==> config.mk <==
export PLATFORM = sky130hd
export DESIGN_NAME = soc_wb2sram_flat
export DESIGN_NICKNAME = d
export VERILOG_FILES = /design/src/rtl/soc_wb_pkg.sv /design/src/rtl/soc_wb2sram_if.sv /design/src/rtl/soc_wb2sram_nextaddr.sv /design/src/rtl/soc_wb2sram.sv /design/src/flat_wrapper.sv
export SDC_FILE = /design/constraint.sdc
export NUM_CORES = 1
export LEC_CHECK = 0
export ABC_CLOCK_PERIOD_IN_PS = 3050
export CAP_MARGIN = 20
export CORE_UTILIZATION = 36
export CTS_CLUSTER_DIAMETER = 60
export CTS_CLUSTER_SIZE = 20
export DETAILED_ROUTE_END_ITERATION = 10
export PLACE_DENSITY = 0.87
export SETUP_SLACK_MARGIN = 0.02
export SLEW_MARGIN = 20
export SYNTH_ARGS = -nofsm -noshare
export SYNTH_HDL_FRONTEND = slang
export SYNTH_SLANG_ARGS = --single-unit
==> constraint.sdc <==
create_clock -name clk -period 3.05 [get_ports clk]
set_input_delay 0.305 -clock clk [delete_from_list [all_inputs] [get_ports clk]]
set_output_delay 0.305 -clock clk [all_outputs]
set_load 0.005 [all_outputs]
==> src/rtl/soc_wb_pkg.sv <==
// Shared Wishbone B3 definitions: cycle/burst type codes and bridge state type.
package soc_wb_pkg;

    localparam logic [2:0] CTI_CLASSIC = 3'b000;
    localparam logic [2:0] CTI_INCR    = 3'b010;
    localparam logic [2:0] CTI_END     = 3'b111;

    localparam logic [1:0] BTE_LINEAR  = 2'b00;
    localparam logic [1:0] BTE_WRAP4   = 2'b01;
    localparam logic [1:0] BTE_WRAP8   = 2'b10;
    localparam logic [1:0] BTE_WRAP16  = 2'b11;

    typedef enum logic {
        IDLE    = 1'b0,
        RD_DATA = 1'b1
    } wb2sram_state_e;

endpackage

==> src/rtl/soc_wb2sram_if.sv <==
// Wishbone B3 slave-side signal bundle for the SRAM bridge.
interface soc_wb2sram_if #(
    parameter int unsigned AW = 32,
    parameter int unsigned DW = 32
);
    localparam int unsigned SW = DW / 8;

    logic [AW-1:0] wb_adr_i;
    logic [DW-1:0] wb_dat_i;
    logic [SW-1:0] wb_sel_i;
    logic          wb_we_i;
    logic          wb_cyc_i;
    logic          wb_stb_i;
    logic [2:0]    wb_cti_i;
    logic [1:0]    wb_bte_i;
    logic          wb_ack_o;
    logic          wb_err_o;
    logic          wb_rty_o;
    logic [DW-1:0] wb_dat_o;

    modport master (
        output wb_adr_i, wb_dat_i, wb_sel_i, wb_we_i, wb_cyc_i, wb_stb_i, wb_cti_i, wb_bte_i,
        input  wb_ack_o, wb_err_o, wb_rty_o, wb_dat_o
    );

    modport slave (
        input  wb_adr_i, wb_dat_i, wb_sel_i, wb_we_i, wb_cyc_i, wb_stb_i, wb_cti_i, wb_bte_i,
        output wb_ack_o, wb_err_o, wb_rty_o, wb_dat_o
    );
endinterface

==> src/rtl/soc_wb2sram_nextaddr.sv <==
// Burst next-word-address: linear increment or wrap within a 4/8/16-word window.
module soc_wb2sram_nextaddr
    import soc_wb_pkg::*;
#(
    parameter int unsigned WORD_AW = 30
) (
    input  logic [WORD_AW-1:0] addr,
    input  logic [1:0]         bte,
    output logic [WORD_AW-1:0] nxt
);

    logic [WORD_AW-1:0] inc;
    logic [WORD_AW-1:0] wrap_mask;

    // Bits under wrap_mask take the incremented value; the rest hold.
    always_comb begin
        inc       = addr + WORD_AW'(1);
        wrap_mask = '1;
        case (bte)
            BTE_WRAP4:  wrap_mask = WORD_AW'(3);
            BTE_WRAP8:  wrap_mask = WORD_AW'(7);
            BTE_WRAP16: wrap_mask = WORD_AW'(15);
            default:    wrap_mask = '1;
        endcase
        nxt = (addr & ~wrap_mask) | (inc & wrap_mask);
    end

endmodule

==> src/rtl/soc_wb2sram.sv <==
// Wishbone B3 slave to single-port SRAM bridge: zero-wait writes, one-wait-state
// reads, and predictive address issue so read bursts stream at one beat per cycle.
module soc_wb2sram
    import soc_wb_pkg::*;
#(
    parameter int unsigned AW            = 32,
    parameter int unsigned DW            = 32,
    parameter int unsigned MEM_SIZE_BYTE = 1024,
    localparam int unsigned SW           = DW / 8,
    localparam int unsigned WORD_AW      = AW - (SW >> 1)
) (
    input  logic               clk,
    input  logic               rst,
    soc_wb2sram_if.slave       wb,
    output logic               sram_ce,
    output logic               sram_we,
    output logic               sram_oe,
    output logic [WORD_AW-1:0] sram_waddr,
    output logic [DW-1:0]      sram_din,
    output logic [SW-1:0]      sram_sel,
    input  logic [DW-1:0]      sram_dout
);

    localparam int unsigned MEM_SIZE_WORDS = MEM_SIZE_BYTE / SW;

    wb2sram_state_e     state, state_d;
    logic [WORD_AW-1:0] addr_q, addr_d;
    logic [WORD_AW-1:0] wadr;
    logic [WORD_AW-1:0] nxt;
    logic               req;
    logic               oor;
    logic               ack, err;
    logic               unused_adr_lsb;

    assign wadr           = wb.wb_adr_i[AW-1 -: WORD_AW];
    assign unused_adr_lsb = ^wb.wb_adr_i;
    assign req            = wb.wb_cyc_i & wb.wb_stb_i;
    assign oor            = wadr >= WORD_AW'(MEM_SIZE_WORDS);

    assign sram_din    = wb.wb_dat_i;
    assign sram_sel    = wb.wb_sel_i;
    assign wb.wb_dat_o = sram_dout;
    assign wb.wb_rty_o = 1'b0;
    assign wb.wb_ack_o = ack;
    assign wb.wb_err_o = err;

    soc_wb2sram_nextaddr #(
        .WORD_AW (WORD_AW)
    ) u_nextaddr (
        .addr (addr_q),
        .bte  (wb.wb_bte_i),
        .nxt  (nxt)
    );

    always_ff @(posedge clk or negedge rst) begin
        if (!rst) begin
            state  <= IDLE;
            addr_q <= '0;
        end else begin
            state  <= state_d;
            addr_q <= addr_d;
        end
    end

    always_comb begin
        state_d    = state;
        addr_d     = addr_q;
        ack        = 1'b0;
        err        = 1'b0;
        sram_ce    = 1'b0;
        sram_we    = 1'b0;
        sram_oe    = 1'b0;
        sram_waddr = wadr;
        case (state)
            IDLE: begin
                if (req) begin
                    if (oor) begin
                        err = 1'b1;
                    end else if (wb.wb_we_i) begin
                        sram_ce = 1'b1;
                        sram_we = 1'b1;
                        ack     = 1'b1;
                    end else begin
                        sram_ce = 1'b1;
                        sram_oe = 1'b1;
                        addr_d  = wadr;
                        state_d = RD_DATA;
                    end
                end
            end
            RD_DATA: begin
                sram_waddr = addr_q;
                if (!wb.wb_cyc_i || (wb.wb_stb_i && wb.wb_we_i)) begin
                    state_d = IDLE;
                end else if (!wb.wb_stb_i) begin
                    // Master stall: keep re-reading so sram_dout stays valid.
                    sram_ce = 1'b1;
                    sram_oe = 1'b1;
                end else begin
                    ack = 1'b1;
                    if (wb.wb_cti_i == CTI_INCR) begin
                        sram_ce    = 1'b1;
                        sram_oe    = 1'b1;
                        sram_waddr = nxt;
                        addr_d     = nxt;
                    end else begin
                        state_d = IDLE;
                    end
                end
            end
            default: state_d = IDLE;
        endcase
        if (!rst) begin
            ack     = 1'b0;
            err     = 1'b0;
            sram_ce = 1'b0;
            sram_we = 1'b0;
        end
    end

endmodule

==> src/flat_wrapper.sv <==
// flat-port wrapper written by rule: the top's interface ports become plain ports
module soc_wb2sram_flat import soc_wb_pkg::*;
#(
    parameter int unsigned AW            = 32,
    parameter int unsigned DW            = 32,
    parameter int unsigned MEM_SIZE_BYTE = 1024,
    localparam int unsigned SW           = DW / 8,
    localparam int unsigned WORD_AW      = AW - (SW >> 1)
)
  (clk, rst, sram_ce, sram_we, sram_oe, sram_waddr, sram_din, sram_sel, sram_dout, wb_wb_adr_i, wb_wb_dat_i, wb_wb_sel_i, wb_wb_we_i, wb_wb_cyc_i, wb_wb_stb_i, wb_wb_cti_i, wb_wb_bte_i, wb_wb_ack_o, wb_wb_err_o, wb_wb_rty_o, wb_wb_dat_o);
  soc_wb2sram_if #(.AW(AW), .DW(DW)) wb_i ();
  input  logic clk;
  input  logic rst;
  output logic sram_ce;
  output logic sram_we;
  output logic sram_oe;
  output logic [WORD_AW-1:0] sram_waddr;
  output logic [DW-1:0] sram_din;
  output logic [SW-1:0] sram_sel;
  input  logic [DW-1:0] sram_dout;
  input wire logic [$bits(wb_i.wb_adr_i)-1:0] wb_wb_adr_i;
  input wire logic [$bits(wb_i.wb_dat_i)-1:0] wb_wb_dat_i;
  input wire logic [$bits(wb_i.wb_sel_i)-1:0] wb_wb_sel_i;
  input wire logic [$bits(wb_i.wb_we_i)-1:0] wb_wb_we_i;
  input wire logic [$bits(wb_i.wb_cyc_i)-1:0] wb_wb_cyc_i;
  input wire logic [$bits(wb_i.wb_stb_i)-1:0] wb_wb_stb_i;
  input wire logic [$bits(wb_i.wb_cti_i)-1:0] wb_wb_cti_i;
  input wire logic [$bits(wb_i.wb_bte_i)-1:0] wb_wb_bte_i;
  output wire logic [$bits(wb_i.wb_ack_o)-1:0] wb_wb_ack_o;
  output wire logic [$bits(wb_i.wb_err_o)-1:0] wb_wb_err_o;
  output wire logic [$bits(wb_i.wb_rty_o)-1:0] wb_wb_rty_o;
  output wire logic [$bits(wb_i.wb_dat_o)-1:0] wb_wb_dat_o;
  assign wb_i.wb_adr_i = wb_wb_adr_i;
  assign wb_i.wb_dat_i = wb_wb_dat_i;
  assign wb_i.wb_sel_i = wb_wb_sel_i;
  assign wb_i.wb_we_i = wb_wb_we_i;
  assign wb_i.wb_cyc_i = wb_wb_cyc_i;
  assign wb_i.wb_stb_i = wb_wb_stb_i;
  assign wb_i.wb_cti_i = wb_wb_cti_i;
  assign wb_i.wb_bte_i = wb_wb_bte_i;
  assign wb_wb_ack_o = wb_i.wb_ack_o;
  assign wb_wb_err_o = wb_i.wb_err_o;
  assign wb_wb_rty_o = wb_i.wb_rty_o;
  assign wb_wb_dat_o = wb_i.wb_dat_o;
  soc_wb2sram #(.AW(AW), .DW(DW), .MEM_SIZE_BYTE(MEM_SIZE_BYTE)) u_core (.clk(clk), .rst(rst), .wb(wb_i), .sram_ce(sram_ce), .sram_we(sram_we), .sram_oe(sram_oe), .sram_waddr(sram_waddr), .sram_din(sram_din), .sram_sel(sram_sel), .sram_dout(sram_dout));
endmodule
### Word-level counts from Yosys, hierarchy flattened

Index checks and enable logic that the tools add are counted.

| cells by class | value |
|---|---|
| equality and inequality tests | 7 |
| reduce and logical (&&, ||, !) cells | 4 |
| add/subtract/negate cells | 1 |
| $lt $le $gt $ge | 1 |
| multiplexer cells | 33 |
| bitwise operators | 6 |

Operators with widths:

| cell | count |
|---|---|
| 2-to-1 mux 30 bit | 7 |
| one-hot mux 30 bit (3 select lines) | 1 |
| AND 30 bit | 2 |
| one-hot mux 30 bit (2 select lines) | 1 |
| adder 30 x 1 -> 30 bit (second input constant) | 1 |
| greater-or-equal comparator 30 x 9 -> 1 bit (second input constant) | 1 |
| NOT 30 bit | 1 |
| bitwise OR 30 bit | 1 |
| 2-to-1 mux 1 bit | 21 |
| one-hot mux 1 bit (2 select lines) | 3 |
| equality test 2 bit (second input constant) | 2 |
| inequality test 2 bit (second input constant) | 2 |
| equality test 3 x 2 -> 1 bit (second input constant) | 1 |
| AND reduction 3 bit | 1 |
| equality test 2 x 1 -> 1 bit (second input constant) | 1 |
| inequality test 2 x 1 -> 1 bit (second input constant) | 1 |
| AND 1 bit | 1 |
| logical AND 1 bit | 1 |
| logical NOT 1 bit | 1 |
| logical OR 1 bit | 1 |
| NOT 1 bit | 1 |

| word-level totals | value |
|---|---|
| logic and storage cells | 54 |
| output and inout port bits | 104 |
| input port bits | 110 |
| register bits after elaboration | 31 |

### Longest topological paths before layout

Gate-level depths: netlist (run 1).

| depth | value |
|---|---|
| depth after elaboration | 9 |
| gate-level depth with buffers | 8 |
| gate-level depth less buffers | 7 |

### Modules after synthesis

Synthesis (run 1) repeated with hierarchy kept, for this count alone.

| second synthesis, totals | value |
|---|---|
| cells, all modules | 412 |
| area total of the unflattened synthesis | 3270.6 um^2 |

By module, submodules not included:

| module | instances | sequential area each (um^2) | area each (um^2) | cells each |
|---|---|---|---|---|
| soc_wb2sram | 1 | 775.7 | 2652.5 | 322 |
| soc_wb2sram_nextaddr | 1 | 0.0 | 618.1 | 90 |

### Worst setup path after synthesis (run 1)

Ideal clock, no wire load.

| path | value |
|---|---|
| path type | register to output |
| start | register u_core.addr_q[0] |
| end | output port sram_waddr[26] |
| path buffers | 1 |
| path slack | 0.510 ns |
| data required time | 2.745 ns |
| data arrival time | 2.235 ns |
| cell stages (with the launch flop) | 8 |
| cells stage by stage | dfrtp_1 ha_1 nand2_1 or4_1 buf_2 or2_0 or4_1 a31oi_1 |

| on the way | value |
|---|---|
| word-level cells in the longest chain between the ends | 7 |

RTL lines:

| element | line | RTL |
|---|---|---|
| start, declared | soc_wb2sram.sv:27 | `logic [WORD_AW-1:0] addr_q, addr_d;` |
| start signal, assigned | soc_wb2sram.sv:61 | `addr_q <= addr_d;` |
| adder 30 x 1 -> 30 bit | soc_wb2sram_nextaddr.sv:17 | `inc = addr + WORD_AW'(1);` |
| AND 30 bit | soc_wb2sram_nextaddr.sv:25 | `nxt = (addr & ~wrap_mask) \| (inc & wrap_mask);` |
| bitwise OR 30 bit | soc_wb2sram_nextaddr.sv:25 |  |
| 2-to-1 mux 30 bit (3 in series) | n/a |  |
| 2-to-1 mux 30 bit | soc_wb2sram.sv:74 | `case (state)` |
| end, declared | flat_wrapper.sv:17 | `output logic [WORD_AW-1:0] sram_waddr;` |

Every way passes these cells.

### Worst setup path in the final report (run 1)

| path | value |
|---|---|
| start | input port wb_wb_bte_i[0] |
| end | output port sram_waddr[7] |

| on the way | value |
|---|---|
| word-level cells in the longest chain between the ends | 9 |
| elaborated cells on any way between the ends | 12 |
| classes of those cells | eq/ne: 3; mux: 5; bitwise: 4 |

RTL lines:

| element | line | RTL |
|---|---|---|
| start, declared | flat_wrapper.sv:28 | `input wire logic [$bits(wb_i.wb_bte_i)-1:0] wb_wb_bte_i;` |
| equality test 2 bit / equality test 2 x 1 -> 1 bit (equally long branches) | soc_wb2sram_nextaddr.sv:19 | `case (bte)` |
| one-hot mux 30 bit (3 select lines) (*) | soc_wb2sram_nextaddr.sv:19 |  |
| NOT 30 bit | soc_wb2sram_nextaddr.sv:25 |  |
| AND 30 bit | soc_wb2sram_nextaddr.sv:25 |  |
| bitwise OR 30 bit (*) | soc_wb2sram_nextaddr.sv:25 |  |
| 2-to-1 mux 30 bit (*) (3 in series) | n/a |  |
| 2-to-1 mux 30 bit (*) | soc_wb2sram.sv:74 |  |

Every way passes the cells marked *; elsewhere a longest branch is shown, timed or not.

==> flow_summary.json, run 1 <==
{
  "hold_violations": 0,
  "yosysTopAreaCell": "dfrtp_1",
  "root_buffer": "clkbuf_8",
  "drt_iter0_markers": 256,
  "netSwitchingFraction": 0.253,
  "rsz0062_at_grt": "yes",
  "gp_congestion": 0.971,
  "seqPwrFrac": 0.451,
  "syn_area_sq_um": 3030,
  "reg2reg_from": "u_core.addr_q[2]",
  "synth_edf_count": 0,
  "place_area_sq_um": 3660,
  "antenna_cells": 0,
  "busiest_layer": "met2",
  "grt_use_met3": 0.0445,
  "fill_cells": 767,
  "grt_overflow_total": 0,
  "coreArea_sq_um": 8180,
  "clk_latency_ps": 290,
  "fin_tns_setup_ps": 0,
  "vias": 3129,
  "p_sw_mw": 0.230,
  "io_buffers": 74,
  "fmax_ghz": 0.333,
  "worst_setup_path_end_kind": "primary output",
  "via_per_inst": 5.63,
  "synthesis.nets": 515,
  "first_pass_iters": 5,
  "setup_violations": 0,
  "ys_ff_latch": 31,
  "cp_data_required_time_ps": 2740,
  "fp.dieW_um": 93.8,
  "status": "finished, final reports clean",
  "vdd_drop_max_uv": 173,
  "netlist_top_cells_area": "dfrtp_1, buf_4, a21oi_1",
  "ys.flop_type": "dfrtp_1",
  "drt_wl_total_um": 9640,
  "cp_max_fo": 4,
  "ys_types": 52,
  "wl_per_cell_um": 17.3,
  "ys_async_sr_fraction": 1.00,
  "cts_tree": "built",
  "grt_pass1_vias": 3043,
  "grt_pass1_wl_um": 15400,
  "p_clk_frac": 0.379,
  "fin_skew_ps": 6.34,
  "ant_nets": 0,
  "tightestPinTransition_ps": 503,
  "synth-seq-area-share": 0.256,
  "syn_inst": 402,
  "clk_path_buf_depth": 2,
  "grtUsageMet2": 0.364,
  "synth_top_area_frac": 0.256,
  "die_h_um": 93.8,
  "grt_usage": 0.226,
  "combPwrFrac": 0.169,
  "ys_top_cells_by_count": "buf_4, nand2_1, nor2_1, dfrtp_1, a21oi_1",
  "fin_crit_ps": 3000,
  "slew_headroom": 0.663,
  "grt_antenna_before_repair": 0,
  "synth_most_common_cell": "buf_4",
  "crit_arrival_ps": 2700,
  "syn_avg_cell_area_sq_um": 7.55,
  "cts_buffers": 5,
  "post-route-cell-area_sq_um": 3970,
  "hold_path_class": "input port to async pin",
  "row_count": 33,
  "drive_gt1_frac": 0.233,
  "crit_start": "wb_wb_bte_i[0]",
  "die-area_sq_um": 8800,
  "cts_sinks": 31,
  "yosysWarnings": 0,
  "place_hpwl_um": 7040,
  "nets": 564,
  "initial_core_util": 0.371,
  "start_kind": "input port",
  "syn_to_final_growth_pct": 30.9,
  "cellLeakagePower_nw": 1.69,
  "power_density_nw_per_um2": 230,
  "intPower_mw": 0.681,
  "grt_start_max_net_pins": 38,
  "io_pins": 214,
  "cap_violations": 0,
  "clk_pin_slew_ps": 70,
  "use_met1": 0.281,
  "total_power_mw": 0.912,
  "whs_ps": 350,
  "fin_crit_sh": 0.984,
  "path_class": "input port to primary output",
  "drc": 0,
  "h-tree-depth": 2,
  "slew_viol_final": 0
}
[cells in the final DEF, fill, tap and decap left out, types with 5 or more instances in the layout]
cell type,count
buf_4,57
xnor2_1,13
dlymetal6s2s_1,5
nor3_1,9
nand2_1,38
dlygate4sd2_1,13
nor4_1,6
o22ai_1,6
nand3_1,14
mux2_2,5
nor2_1,35
clkbuf_8,6
and3_1,6
inv_1,8
a21oi_1,30
nand4_1,15
dfrtp_1,30
clkdlybuf4s50_1,52
o21ai_0,17
xor2_1,10
[final timing paths]
kind | endpoint | slack (ps) | cells after the start
min in group clk | u_core.addr_q[28] | 540 | 2
setup reg to reg | u_core.addr_q[27] | 860 | 7
setup / recovery | sram_waddr[7] | 50 | 10
max in group asynchronous | u_core.addr_q[19] | 1960 | 2
hold / removal | u_core.addr_q[2] | 350 | 1
hold reg to reg | u_core.addr_q[28] | 540 | 2
[worst max-delay path, stage by stage]
cell and delay [ps]:
clkdlybuf4s50_1 430, inv_1 90, ha_2 180, buf_4 110, nand4b_1 150, buf_4 200, nor4_1 330, xnor2_1 140
o21ai_0 220, clkdlybuf4s50_1 540
[cells by family after synthesis]
family	Yosys count	synth area share
compound gates	69	0.130
xor+xnor	27	0.0779
fa+ha+maj	3	0.0124
buf+inv	99	0.211
flops	31	0.256
mux	6	0.0219
other cells	1	0.00124
simple gates	166	0.290
[cell type report]
type / instances / area (sq um) / area share
Multi-Input combinational cell: 272 / 1780 / 0.448
Clock buffer: 6 / 82.6 / 0.0208
Clock inverter: 1 / 5.00 / 0.00126
Inverter: 8 / 30.0 / 0.00756
Sequential cell: 31 / 777 / 0.196
Timing Repair Buffer: 133 / 1170 / 0.294
Tap cell: 105 / 131 / 0.0331
[layer usage]
metal  share of wire  wire, um
met4           0.043       419
met3           0.087       836
met5               0         0
met2            0.47      4560
met1            0.40      3830
[power by group through the flow]
stage               Clock [mW]  Combinational [mW]  Sequential (mW)
global route             0.366               0.168            0.411
detailed placement           0               0.161            0.419
global placement             0               0.159            0.419
CTS                      0.352               0.155            0.411
finish                   0.346               0.154            0.412
floorplan                    0               0.107            0.419
[per-stage QoR]
stage / cells / utilization / worst slack, ps
after floorplan: 402 / - / 510
after global placement: 538 / 0.448 / -359
after detailed placement: 538 / 0.448 / -402
after CTS: 554 / 0.478 / 21.0
after global routing: 556 / 0.486 / -67.6
final: 556 / 0.486 / 47.7
[flip-flops by register name, summed over array words and instances (netlist names)]
register,flops
u_core.state,1
u_core.addr_q,30
[repair_timing]
action | in CTS | in global routing
gates resized for setup | 41 | 24
hold buffers | 0 | 0
pin swaps | 13 | 7
endpoints found under the setup margin | 19 | 13
buffers inserted | 9 | 2
No activity file was read; power rests on OpenSTA's default activity.
==> run 2: changes to the inputs <==
PLACE_DENSITY = 0.85   (was 0.87)
==> flow_summary.json, run 2 (synthesized netlist as in run 1, its figures left out) <==
{
  "antenna_cells": 0,
  "r2r_cells": 7,
  "setup_slack_ps": 85.3,
  "pre_cts_slack_ps": -379,
  "slew_viol_final": 0,
  "fmax_ghz": 0.337,
  "top_register": "u_core.addr_q",
  "fin_skew_ps": 4.07,
  "cts_buffers": 5,
  "grt_pass1_wl_um": 14900,
  "coreArea_sq_um": 8180,
  "clk_latency_ps": 290,
  "path_class": "input port to primary output",
  "start_kind": "input port",
  "crit_arrival_ps": 2660,
  "use_met1": 0.258,
  "io_pins": 214,
  "total_power_mw": 0.916,
  "path_depth": 8,
  "max_stage_delay_ps": 560,
  "drt_iter0_markers": 164,
  "largest_reg_flops": 30,
  "hold_path_class": "input port to async pin",
  "crit_slowest_cell": "or4_4",
  "reg2reg_from": "u_core.addr_q[2]",
  "grt_overflow_total": 0,
  "busiest_layer": "met2",
  "whs_ps": 247,
  "io_buffers": 74,
  "clk_pin_slew_ps": 70,
  "setup_violations": 0,
  "cts_tree": "built",
  "instances_no_fill": 551,
  "rsz0062_at_grt": "yes",
  "hold_buffers": 0,
  "cap_violations": 0,
  "drt_wl_total_um": 9460,
  "r2r-end": "u_core.addr_q[27]",
  "power_density_nw_per_um2": 229,
  "via_per_inst": 5.54,
  "hold_violations": 0,
  "die-area_sq_um": 8800,
  "top_regs": "u_core.addr_q: 30 flops, u_core.state: 1 flops",
  "cts_sinks": 31,
  "syn_to_final_growth_pct": 31.8,
  "worst-path-buf-inv": 3,
  "grt_usage": 0.218,
  "initial_core_util": 0.371,
  "cellLeakagePower_nw": 1.75,
  "h-tree-depth": 2,
  "grt_start_max_net_pins": 50,
  "drc": 0,
  "r2r_slack_ps": 850,
  "status": "finished, final reports clean",
  "fin_crit_ps": 2960,
  "gp_congestion": 0.935,
  "cp_max_fo": 4,
  "fp.dieW_um": 93.8,
  "wl_per_cell_um": 17.2,
  "first_pass_iters": 4,
  "vdd_drop_max_uv": 142,
  "row_count": 33,
  "drive_gt1_frac": 0.226,
  "die_h_um": 93.8,
  "place_hpwl_um": 7040,
  "crit_family": "simple AND/OR/NAND/NOR gates",
  "path_cells": "clkdlybuf4s50_1 -> or3b_4 -> buf_6 -> or4_4 -> or2_4 -> or3_4 -> nand3_2 -> buf_2",
  "root_buffer": "clkbuf_8",
  "tightestPinTransition_ps": 754,
  "slew_headroom": 0.497,
  "fin_tns_setup_ps": 0,
  "ant_nets": 0,
  "grt_pass1_vias": 3092,
  "grt_antenna_before_repair": 0,
  "nets": 559,
  "vias": 3051,
  "worst_setup_path_end_kind": "primary output",
  "place_inst": 537,
  "grt_use_met3": 0.0477,
  "final_cell_mix": "clkdlybuf4s50_1, buf_4, nand2_1",
  "clk_path_buf_depth": 2,
  "grtUsageMet2": 0.370,
  "fin_crit_sh": 0.972,
  "cp_data_required_time_ps": 2740
}
## run 2: cell types whose count changed in the layout (fill, tap and decap cells not counted), moves of 2 or more
cell | previous run | this run
xnor2_1 | 13 | 10
nor3_2 | 3 | 1
buf_4 | 57 | 53
nor4_2 | 3 | 1
dlygate4sd2_1 | 13 | 8
xnor2_2 | 2 | 5
dlymetal6s2s_1 | 5 | 9
nor3_4 | 1 | 4
buf_2 | 3 | 1
## run 2: per-layer routing
metal / up-vias / wire length [um]
met2: 147 / 4520
li1: 1431 / -
met1: 1425 / 3850
met5: - / 0
met3: 48 / 768
met4: 0 / 325
## run 2: through the flow
step / cell area (sq um) / util
floorplan: 3030 / -
global placement: 3650 / 0.447
detailed placement: 3650 / 0.447
CTS: 3820 / 0.468
global route: 4000 / 0.489
finish: 4000 / 0.489
## run 2: timing repair
item	4_1_cts	5_1_grt
pin swaps	7	7
resized for setup	35	34
setup endpoints to repair	17	16
setup buffers	1	6
## run 2: how the worst max path moves through the flow
stage	endpoint	slack, ps	startpoint
6_report	sram_waddr[27]	90	wb_wb_cti_i[1]
5_1_grt	sram_waddr[11]	-7	wb_wb_bte_i[1]
4_1_cts	sram_waddr[25]	-170	wb_wb_cti_i[1]
3_5_place_dp	sram_waddr[23]	-380	wb_wb_cti_i[1]
3_3_place_gp	sram_waddr[27]	-360	wb_wb_cti_i[1]
2_1_floorplan	sram_waddr[26]	510	u_core.addr_q[0]
## run 2: area by class of cell
type | instances | area, sq um
fillers | 803 | 4180
multi-input cells | 272 | 1820
repair buffers | 128 | 1150
flip-flops and latches | 31 | 777
well taps | 105 | 131
clock buffers | 6 | 82.6
inverters | 8 | 30.0
clock inverters | 1 | 5.00
## run 2: worst register-to-register path: cells and delay by family (launching register included)
kind | cells | cell delay, ps
AND/OR/NAND/NOR | 4 | 1070
flip-flops | 1 | 450
AO/OA/AOI/OAI | 1 | 240
buffers and inverters | 2 | 320
## run 2: power breakdown
group	total [mW]	switching, mW	internal, mW
logic	0.158	0.0615	0.0964
registers	0.411	0.000284	0.411
clock network	0.347	0.169	0.177
